`config.mk`:
```
export PLATFORM = sky130hd
export DESIGN_NAME = pc_predict_flush_unit_flat
export DESIGN_NICKNAME = d
export VERILOG_FILES = /design/src/rtl/pc_predict_flush_unit_pkg.sv /design/src/rtl/pc_predict_flush_unit_if.sv /design/src/rtl/pc_predict_flush_unit_btb_table.sv /design/src/rtl/pc_predict_flush_unit.sv /design/src/flat_wrapper.sv
export SDC_FILE = /design/constraint.sdc
export NUM_CORES = 2
export LEC_CHECK = 0
export CAP_MARGIN = 0
export CORE_MARGIN = 2
export CORE_UTILIZATION = 55
export CTS_CLUSTER_DIAMETER = 200
export DETAILED_ROUTE_END_ITERATION = 16
export PLACE_DENSITY_LB_ADDON = 0.08
export SLEW_MARGIN = 10
export SYNTH_ARGS = -nofsm -noshare
export SYNTH_HDL_FRONTEND = slang
export SYNTH_SLANG_ARGS = --single-unit
```
`constraint.sdc`:
```
create_clock -name clk -period 7.5 [get_ports clk]
set_input_delay 0.75 -clock clk [delete_from_list [all_inputs] [get_ports clk]]
set_output_delay 0.75 -clock clk [all_outputs]
set_load 0.02 [all_outputs]
```
`src/rtl/pc_predict_flush_unit_pkg.sv`:
```
// Shared constants for the PC predict / flush unit.
// Counter encodings and saturating counter helpers.
package pc_predict_flush_unit_pkg;

    localparam logic [1:0] CNT_SNT = 2'b00;
    localparam logic [1:0] CNT_WNT = 2'b01;
    localparam logic [1:0] CNT_WT  = 2'b10;
    localparam logic [1:0] CNT_ST  = 2'b11;

    localparam logic [1:0] CNT_RESET = CNT_SNT;
    localparam logic [1:0] CNT_ALLOC = CNT_WT;

    function automatic logic [1:0] cnt_inc(input logic [1:0] c);
        return (c == CNT_ST) ? CNT_ST : c + 2'd1;
    endfunction

    function automatic logic [1:0] cnt_dec(input logic [1:0] c);
        return (c == CNT_SNT) ? CNT_SNT : c - 2'd1;
    endfunction

endpackage

```
`src/rtl/pc_predict_flush_unit_if.sv`:
```
// Fetch / resolve bundle between the pipeline and the predictor.
// The pipeline side is master, the predictor side is slave.
interface pc_predict_flush_unit_if #(
    parameter int XLEN = 32
);
    logic [XLEN-1:0] fetch_pc;
    logic            stall;
    logic            resolve_valid;
    logic            resolve_is_ctrl;
    logic [XLEN-1:0] resolve_pc;
    logic            resolve_taken;
    logic [XLEN-1:0] resolve_target;
    logic [XLEN-1:0] next_pc;
    logic            is_flush;
    logic [31:0]     mispredict_count;

    modport master (
        output fetch_pc, stall,
        output resolve_valid, resolve_is_ctrl,
        output resolve_pc, resolve_taken, resolve_target,
        input  next_pc, is_flush, mispredict_count
    );

    modport slave (
        input  fetch_pc, stall,
        input  resolve_valid, resolve_is_ctrl,
        input  resolve_pc, resolve_taken, resolve_target,
        output next_pc, is_flush, mispredict_count
    );
endinterface

```
`src/rtl/pc_predict_flush_unit_btb_table.sv`:
```
// Direct-mapped BTB with 2-bit direction counters.
// Lookup is combinational on current state; update on clock edge.
module btb_table
    import pc_predict_flush_unit_pkg::*;
#(
    parameter int XLEN    = 32,
    parameter int ENTRIES = 16
) (
    input  logic            clk,
    input  logic            reset_n,
    input  logic [XLEN-3:0] lk_pc_i,
    output logic            lk_taken_o,
    output logic [XLEN-1:0] lk_target_o,
    input  logic            up_valid_i,
    input  logic            up_ctrl_i,
    input  logic            up_taken_i,
    input  logic [XLEN-3:0] up_pc_i,
    input  logic [XLEN-1:0] up_target_i
);
    localparam int IDX_W = $clog2(ENTRIES);
    localparam int TAG_W = XLEN - 2 - IDX_W;

    logic [ENTRIES-1:0] vld_q;
    logic [TAG_W-1:0]   tag_q [ENTRIES];
    logic [XLEN-1:0]    tgt_q [ENTRIES];
    logic [1:0]         cnt_q [ENTRIES];

    logic [IDX_W-1:0] lk_idx;
    logic [TAG_W-1:0] lk_tag;
    logic [IDX_W-1:0] up_idx;
    logic [TAG_W-1:0] up_tag;
    logic             lk_hit;
    logic             up_hit;

    assign lk_idx = lk_pc_i[IDX_W-1:0];
    assign lk_tag = lk_pc_i[XLEN-3:IDX_W];
    assign up_idx = up_pc_i[IDX_W-1:0];
    assign up_tag = up_pc_i[XLEN-3:IDX_W];

    assign lk_hit = vld_q[lk_idx] && (tag_q[lk_idx] == lk_tag);
    assign up_hit = vld_q[up_idx] && (tag_q[up_idx] == up_tag);

    assign lk_taken_o  = lk_hit && cnt_q[lk_idx][1];
    assign lk_target_o = tgt_q[lk_idx];

    // Train the indexed entry from each resolved instruction.
    always_ff @(posedge clk or negedge reset_n) begin
        if (!reset_n) begin
            vld_q <= '0;
            for (int i = 0; i < ENTRIES; i++) begin
                tag_q[i] <= '0;
                tgt_q[i] <= '0;
                cnt_q[i] <= CNT_RESET;
            end
        end else if (up_valid_i) begin
            if (up_ctrl_i && up_taken_i) begin
                tgt_q[up_idx] <= up_target_i;
                if (up_hit) begin
                    cnt_q[up_idx] <= cnt_inc(cnt_q[up_idx]);
                end else begin
                    vld_q[up_idx] <= 1'b1;
                    tag_q[up_idx] <= up_tag;
                    cnt_q[up_idx] <= CNT_ALLOC;
                end
            end else if (up_ctrl_i) begin
                if (up_hit) begin
                    cnt_q[up_idx] <= cnt_dec(cnt_q[up_idx]);
                end
            end else if (up_hit) begin
                vld_q[up_idx] <= 1'b0;
            end
        end
    end
endmodule

```
`src/rtl/pc_predict_flush_unit.sv`:
```
// Next-PC prediction with an in-flight prediction queue.
// Flushes when the oldest prediction disagrees with resolution.
module pc_predict_flush_unit
    import pc_predict_flush_unit_pkg::*;
#(
    parameter int XLEN           = 32,
    parameter int BTB_ENTRIES    = 16,
    parameter int RESOLVE_STAGES = 3
) (
    input  logic                    clk,
    input  logic                    reset_n,
    pc_predict_flush_unit_if.slave  bus
);
    localparam int RS = RESOLVE_STAGES;

    logic            bt_taken;
    logic [XLEN-1:0] bt_target;
    logic [XLEN-1:0] pred_next;
    logic [XLEN-1:0] actual_next;
    logic            flush;

    logic [RS-1:0]   qv_q;
    logic [RS-1:0]   qv_d;
    logic [XLEN-1:0] qp_q [RS];
    logic [XLEN-1:0] qp_d [RS];
    logic [31:0]     cnt_q;
    logic [31:0]     cnt_d;

    btb_table #(
        .XLEN    (XLEN),
        .ENTRIES (BTB_ENTRIES)
    ) u_btb (
        .clk         (clk),
        .reset_n     (reset_n),
        .lk_pc_i     (bus.fetch_pc[XLEN-1:2]),
        .lk_taken_o  (bt_taken),
        .lk_target_o (bt_target),
        .up_valid_i  (bus.resolve_valid),
        .up_ctrl_i   (bus.resolve_is_ctrl),
        .up_taken_i  (bus.resolve_taken),
        .up_pc_i     (bus.resolve_pc[XLEN-1:2]),
        .up_target_i (bus.resolve_target)
    );

    assign pred_next = bt_taken ? bt_target
                                : bus.fetch_pc + XLEN'(4);

    assign actual_next =
        (bus.resolve_is_ctrl && bus.resolve_taken)
            ? bus.resolve_target
            : bus.resolve_pc + XLEN'(4);

    assign flush = bus.resolve_valid && qv_q[RS-1] &&
                   (qp_q[RS-1] != actual_next);

    assign bus.is_flush         = flush;
    assign bus.next_pc          = flush ? actual_next : pred_next;
    assign bus.mispredict_count = cnt_q;

    // Queue next state: flush clears, stall holds, else shift in.
    always_comb begin
        qv_d = qv_q;
        qp_d = qp_q;
        if (flush) begin
            qv_d = '0;
        end else if (!bus.stall) begin
            qv_d[0] = 1'b1;
            qp_d[0] = pred_next;
            for (int i = 1; i < RS; i++) begin
                qv_d[i] = qv_q[i-1];
                qp_d[i] = qp_q[i-1];
            end
        end
    end

    // Saturating mispredict counter next state.
    always_comb begin
        cnt_d = cnt_q;
        if (flush && (cnt_q != 32'hFFFF_FFFF)) begin
            cnt_d = cnt_q + 32'd1;
        end
    end

    // Register queue and mispredict counter.
    always_ff @(posedge clk or negedge reset_n) begin
        if (!reset_n) begin
            qv_q  <= '0;
            cnt_q <= '0;
            for (int i = 0; i < RS; i++) begin
                qp_q[i] <= '0;
            end
        end else begin
            qv_q  <= qv_d;
            qp_q  <= qp_d;
            cnt_q <= cnt_d;
        end
    end
endmodule

```
`src/flat_wrapper.sv`:
```
// flat-port wrapper written by rule: the top's interface ports become plain ports
module pc_predict_flush_unit_flat import pc_predict_flush_unit_pkg::*;
#(
    parameter int XLEN           = 32,
    parameter int BTB_ENTRIES    = 16,
    parameter int RESOLVE_STAGES = 3
)
  (clk, reset_n, bus_fetch_pc, bus_stall, bus_resolve_valid, bus_resolve_is_ctrl, bus_resolve_pc, bus_resolve_taken, bus_resolve_target, bus_next_pc, bus_is_flush, bus_mispredict_count);
  pc_predict_flush_unit_if #(.XLEN(XLEN)) bus_i ();
  input  logic clk;
  input  logic reset_n;
  input wire logic [$bits(bus_i.fetch_pc)-1:0] bus_fetch_pc;
  input wire logic [$bits(bus_i.stall)-1:0] bus_stall;
  input wire logic [$bits(bus_i.resolve_valid)-1:0] bus_resolve_valid;
  input wire logic [$bits(bus_i.resolve_is_ctrl)-1:0] bus_resolve_is_ctrl;
  input wire logic [$bits(bus_i.resolve_pc)-1:0] bus_resolve_pc;
  input wire logic [$bits(bus_i.resolve_taken)-1:0] bus_resolve_taken;
  input wire logic [$bits(bus_i.resolve_target)-1:0] bus_resolve_target;
  output wire logic [$bits(bus_i.next_pc)-1:0] bus_next_pc;
  output wire logic [$bits(bus_i.is_flush)-1:0] bus_is_flush;
  output wire logic [$bits(bus_i.mispredict_count)-1:0] bus_mispredict_count;
  assign bus_i.fetch_pc = bus_fetch_pc;
  assign bus_i.stall = bus_stall;
  assign bus_i.resolve_valid = bus_resolve_valid;
  assign bus_i.resolve_is_ctrl = bus_resolve_is_ctrl;
  assign bus_i.resolve_pc = bus_resolve_pc;
  assign bus_i.resolve_taken = bus_resolve_taken;
  assign bus_i.resolve_target = bus_resolve_target;
  assign bus_next_pc = bus_i.next_pc;
  assign bus_is_flush = bus_i.is_flush;
  assign bus_mispredict_count = bus_i.mispredict_count;
  pc_predict_flush_unit #(.XLEN(XLEN), .BTB_ENTRIES(BTB_ENTRIES), .RESOLVE_STAGES(RESOLVE_STAGES)) u_core (.clk(clk), .reset_n(reset_n), .bus(bus_i));
endmodule
```
==> metrics.yaml <==
run_status:
  status: "complete, no violations"
timing:
  fin_crit_sh_pct: 95.9
  fin_skew_ns: 0.0372
  finalCriticalPeriod_ns: 7.19
  worst_pin_slew_ns: 1.09
  fin_tns_setup_ns: 0
  setup_viol: 0
  setup_slack_ns: 0.305
  hold_ws_ns: 0.0449
  timing.final.hold_violations: 0
  maxSlewHeadroom_pct: 26.9
  max_freq_ghz: 0.139
  slew_violations: 0
  rsz0062_at_grt: "no"
hold_path:
  worstHoldPathType: "input port to asynchronous set/reset pin"
layout:
  design_area_um2: 64300
  final_cells: 5688
  fin_util_pct: 62.4
  multi_input_area_um2: 27700
  syn_to_final_growth_pct: 12.8
  drive_gt1_share_pct: 39.8
  fill_cells: 8125
  final_nets: 4311
  seqCellArea_um2: 27700
clocking:
  cts_tree: "yes"
  cts_root_buffer: "clkbuf_16"
  cts_setup_buffers: 0
  insertion_delay_ns: 0.74
  numCtsBuffers: 115
  clock-sinks: 1107
  clock_tree.htree_level_count: 3
  hold_buffers: 0
  cts_buffer_depth: 3
  clk_pin_slew_worst_paths_ns: 0.06
  cts_resized: 0
drt:
  dr_total_vias: 37600
  drc: 0
  wl_per_cell_um: 31.6
  via_per_inst: 6.61
  drt_iter0_drc: 3788
  drtAntennaViolNets: 0
  drt_first_pass_iters: 5
  wl_um: 180000
pwr:
  sequentialPowerShare_pct: 44.8
  leakage_nw: 28.8
  ir_drop_mv: 0.210
  pwr-share-clk_pct: 36.5
  p_sw_share_pct: 27.8
  p_per_area_nw_per_um2: 263
  comb_power_share_pct: 18.7
  net-switching-power_mw: 4.69
  p_total_mw: 16.9
  internal_power_mw: 12.2
worst_setup_path:
  timing.critical_path.from: "bus_resolve_pc[8]"
  crit_arrival_ns: 6.44
  cp-end-kind: "output port"
  r2r_slack_ns: 2.67
  rr_endpoint: "u_core.u_btb.cnt_q[27]$_DFFE_PN0P_"
  worstSetupPathType: "input port to output port"
  cp_max_fo: 23
  critPathLaunchType: "input port"
  r2r_cells: 10
  rr_startpoint: "u_core.u_btb.tag_q[114]$_DFFE_PN0P_"
  cp-endpoint: "bus_next_pc[12]"
  cp.required_ns: 6.75
synth:
  syn_area_um2: 57000
  ys_ff_latch: 1107
  async_flop_share_pct: 100
  yosysTopAreaCell: "dfrtp_1"
  synth_edf_count: 0
  dominantRegCellSynth: "dfrtp_1"
  synthTopCellsByArea: "dfrtp_1 (49%), mux2_2 (19%), mux4_2 (14%)"
  ys_seq_area_share_pct: 48.6
  syn_avg_cell_area_um2: 13.7
  yosys_warnings: 0
  synthDominantCellAreaShare_pct: 48.6
  synthCells: 4154
  synth_fp_nets: 4262
  synth.distinct_cells: 74
place:
  portBuffers: 166
  globalplace.congestion: 0.964
  placedInstanceArea_um2: 60200
  hpwl_um: 118000
  dp_cells: 5466
  dp_slack_ns: 0.432
die:
  die_w_um: 326
  core_um2: 103000
  num_rows: 118
  die_h_um: 326
  die_area_um2: 106000
  design.portCount: 167
  start_util_pct: 55.3
global_route:
  grt_antenna_before_repair: 15
  grt_use_total_pct: 34.2
  grt_overflow_total: 0
  grt_pass1_wl_um: 266000
  first_global_vias: 37900
  grt_max_degree: 182
job:
  drv_cap: 0
-- how the worst min path moves through the flow --
| stage | from | endpoint | slack, ns | cells after the start |
|---|---|---|---|---|
| finish | reset_n | u_core.u_btb.tag_q[344]$_DFFE_PN0P_ | 0.04 | 1 |
| global route | reset_n | u_core.bus.mispredict_count[24]$_DFFE_PN0P_ | 0.09 | 1 |
| CTS | reset_n | u_core.u_btb.tag_q[344]$_DFFE_PN0P_ | 0.05 | 1 |
| detailed placement | u_core.u_btb.tgt_q[443]$_DFFE_PN0P_ | u_core.u_btb.tgt_q[443]$_DFFE_PN0P_ | 0.47 | 2 |
| global placement | u_core.u_btb.tgt_q[257]$_DFFE_PN0P_ | u_core.u_btb.tgt_q[257]$_DFFE_PN0P_ | 0.46 | 2 |
| floorplan | u_core.u_btb.tgt_q[289]$_DFFE_PN0P_ | u_core.u_btb.tgt_q[289]$_DFFE_PN0P_ | 0.44 | 2 |
-- worst max-delay path, cell delays in order --
cell	delay, ns
clkdlybuf4s50_1	0.51
nand4_1	0.55
or4_1	0.90
or4b_1	0.58
xnor2_1	0.22
or3b_2	0.48
a31o_2	0.26
o31ai_4	0.22
inv_1	0.38
o21ai_0	0.75
buf_4	0.24
clkdlybuf4s50_1	0.60
-- cell type report --
cell class,count,area share (%)
antenna,5,0.0195
timing repair buffer,308,4.42
multi-input combinational,2607,43.0
clock buffer,170,5.31
clock inverter,47,1.06
sequential,1107,43.1
tap,1380,2.69
inverter,64,0.374
-- sequential cells by signal, summed over array words and instances, names as in the netlist, named ones only --
signal and flops:
u_core.u_btb.cnt_q 32, u_core.u_btb.tag_q 416, u_core.qp_q 96, u_core.bus.mispredict_count 32, u_core.qv_q 3, u_core.u_btb.tgt_q 512
-- kinds of logic (layout without fill, tap and decap cells) --
| logic type | Yosys count | count (layout) | synth area share (%) |
|---|---|---|---|
| flops | 1107 | 1107 | 48.6 |
| buf+inv | 440 | 589 | 3.18 |
| fa+ha+maj | 6 | 6 | 0.132 |
| compound gates | 361 | 361 | 4.23 |
| xor+xnor | 179 | 179 | 2.75 |
| mux | 1507 | 1507 | 36.4 |
| simple gates | 554 | 554 | 4.68 |
| other cells | 0 | 5 | 0 |
-- power groups by stage --
stage	clock network (mW)	logic [mW]	registers, mW
global placement	0	3.10	7.61
CTS	6.25	3.16	7.54
global route	6.48	3.39	7.67
finish	6.17	3.17	7.57
detailed placement	0	3.15	7.64
floorplan	0	2.20	7.41
-- synthesized netlist by cell type, types with 26 or more instances --
cell and instances:
dfrtp_1 1107, mux2_2 952, mux4_2 355, nand2_1 192, clkbuf_1 188, mux2i_1 188
o21ai_0 128, nor2_1 118, xnor2_1 103, buf_2 89, buf_1 87, xor2_1 76
inv_1 61, nand3_1 58, a21oi_1 48, a221oi_1 31, nand4_1 29, and3_1 26
-- layout by cell type (no fill, tap or decap), types with 29 or more instances in the layout --
cell,synthesis,layout
mux4_2,355,355
mux2i_1,188,188
a221oi_1,31,31
clkdlybuf4s50_1,0,154
mux2_2,952,952
nand3_1,58,54
nand2_1,192,185
a21oi_1,48,48
xnor2_1,103,103
xor2_1,76,76
inv_1,61,61
nor2_1,118,100
o21ai_0,128,128
clkbuf_16,0,116
buf_4,9,140
clkbuf_8,0,31
dfrtp_1,1107,1107
nand4_1,29,29
-- per-layer routing --
metal | up-vias | global-route usage (%) | part of all wire [%]
met3 | 368 | 8.46 | 8.1
met5 | - | 0 | 0.063
met4 | 18 | 14.5 | 4.8
li1 | 15600 | - | -
met1 | 20200 | 46.5 | 41
met2 | 1435 | 52.7 | 46
Power figures use the tool's default switching activity.
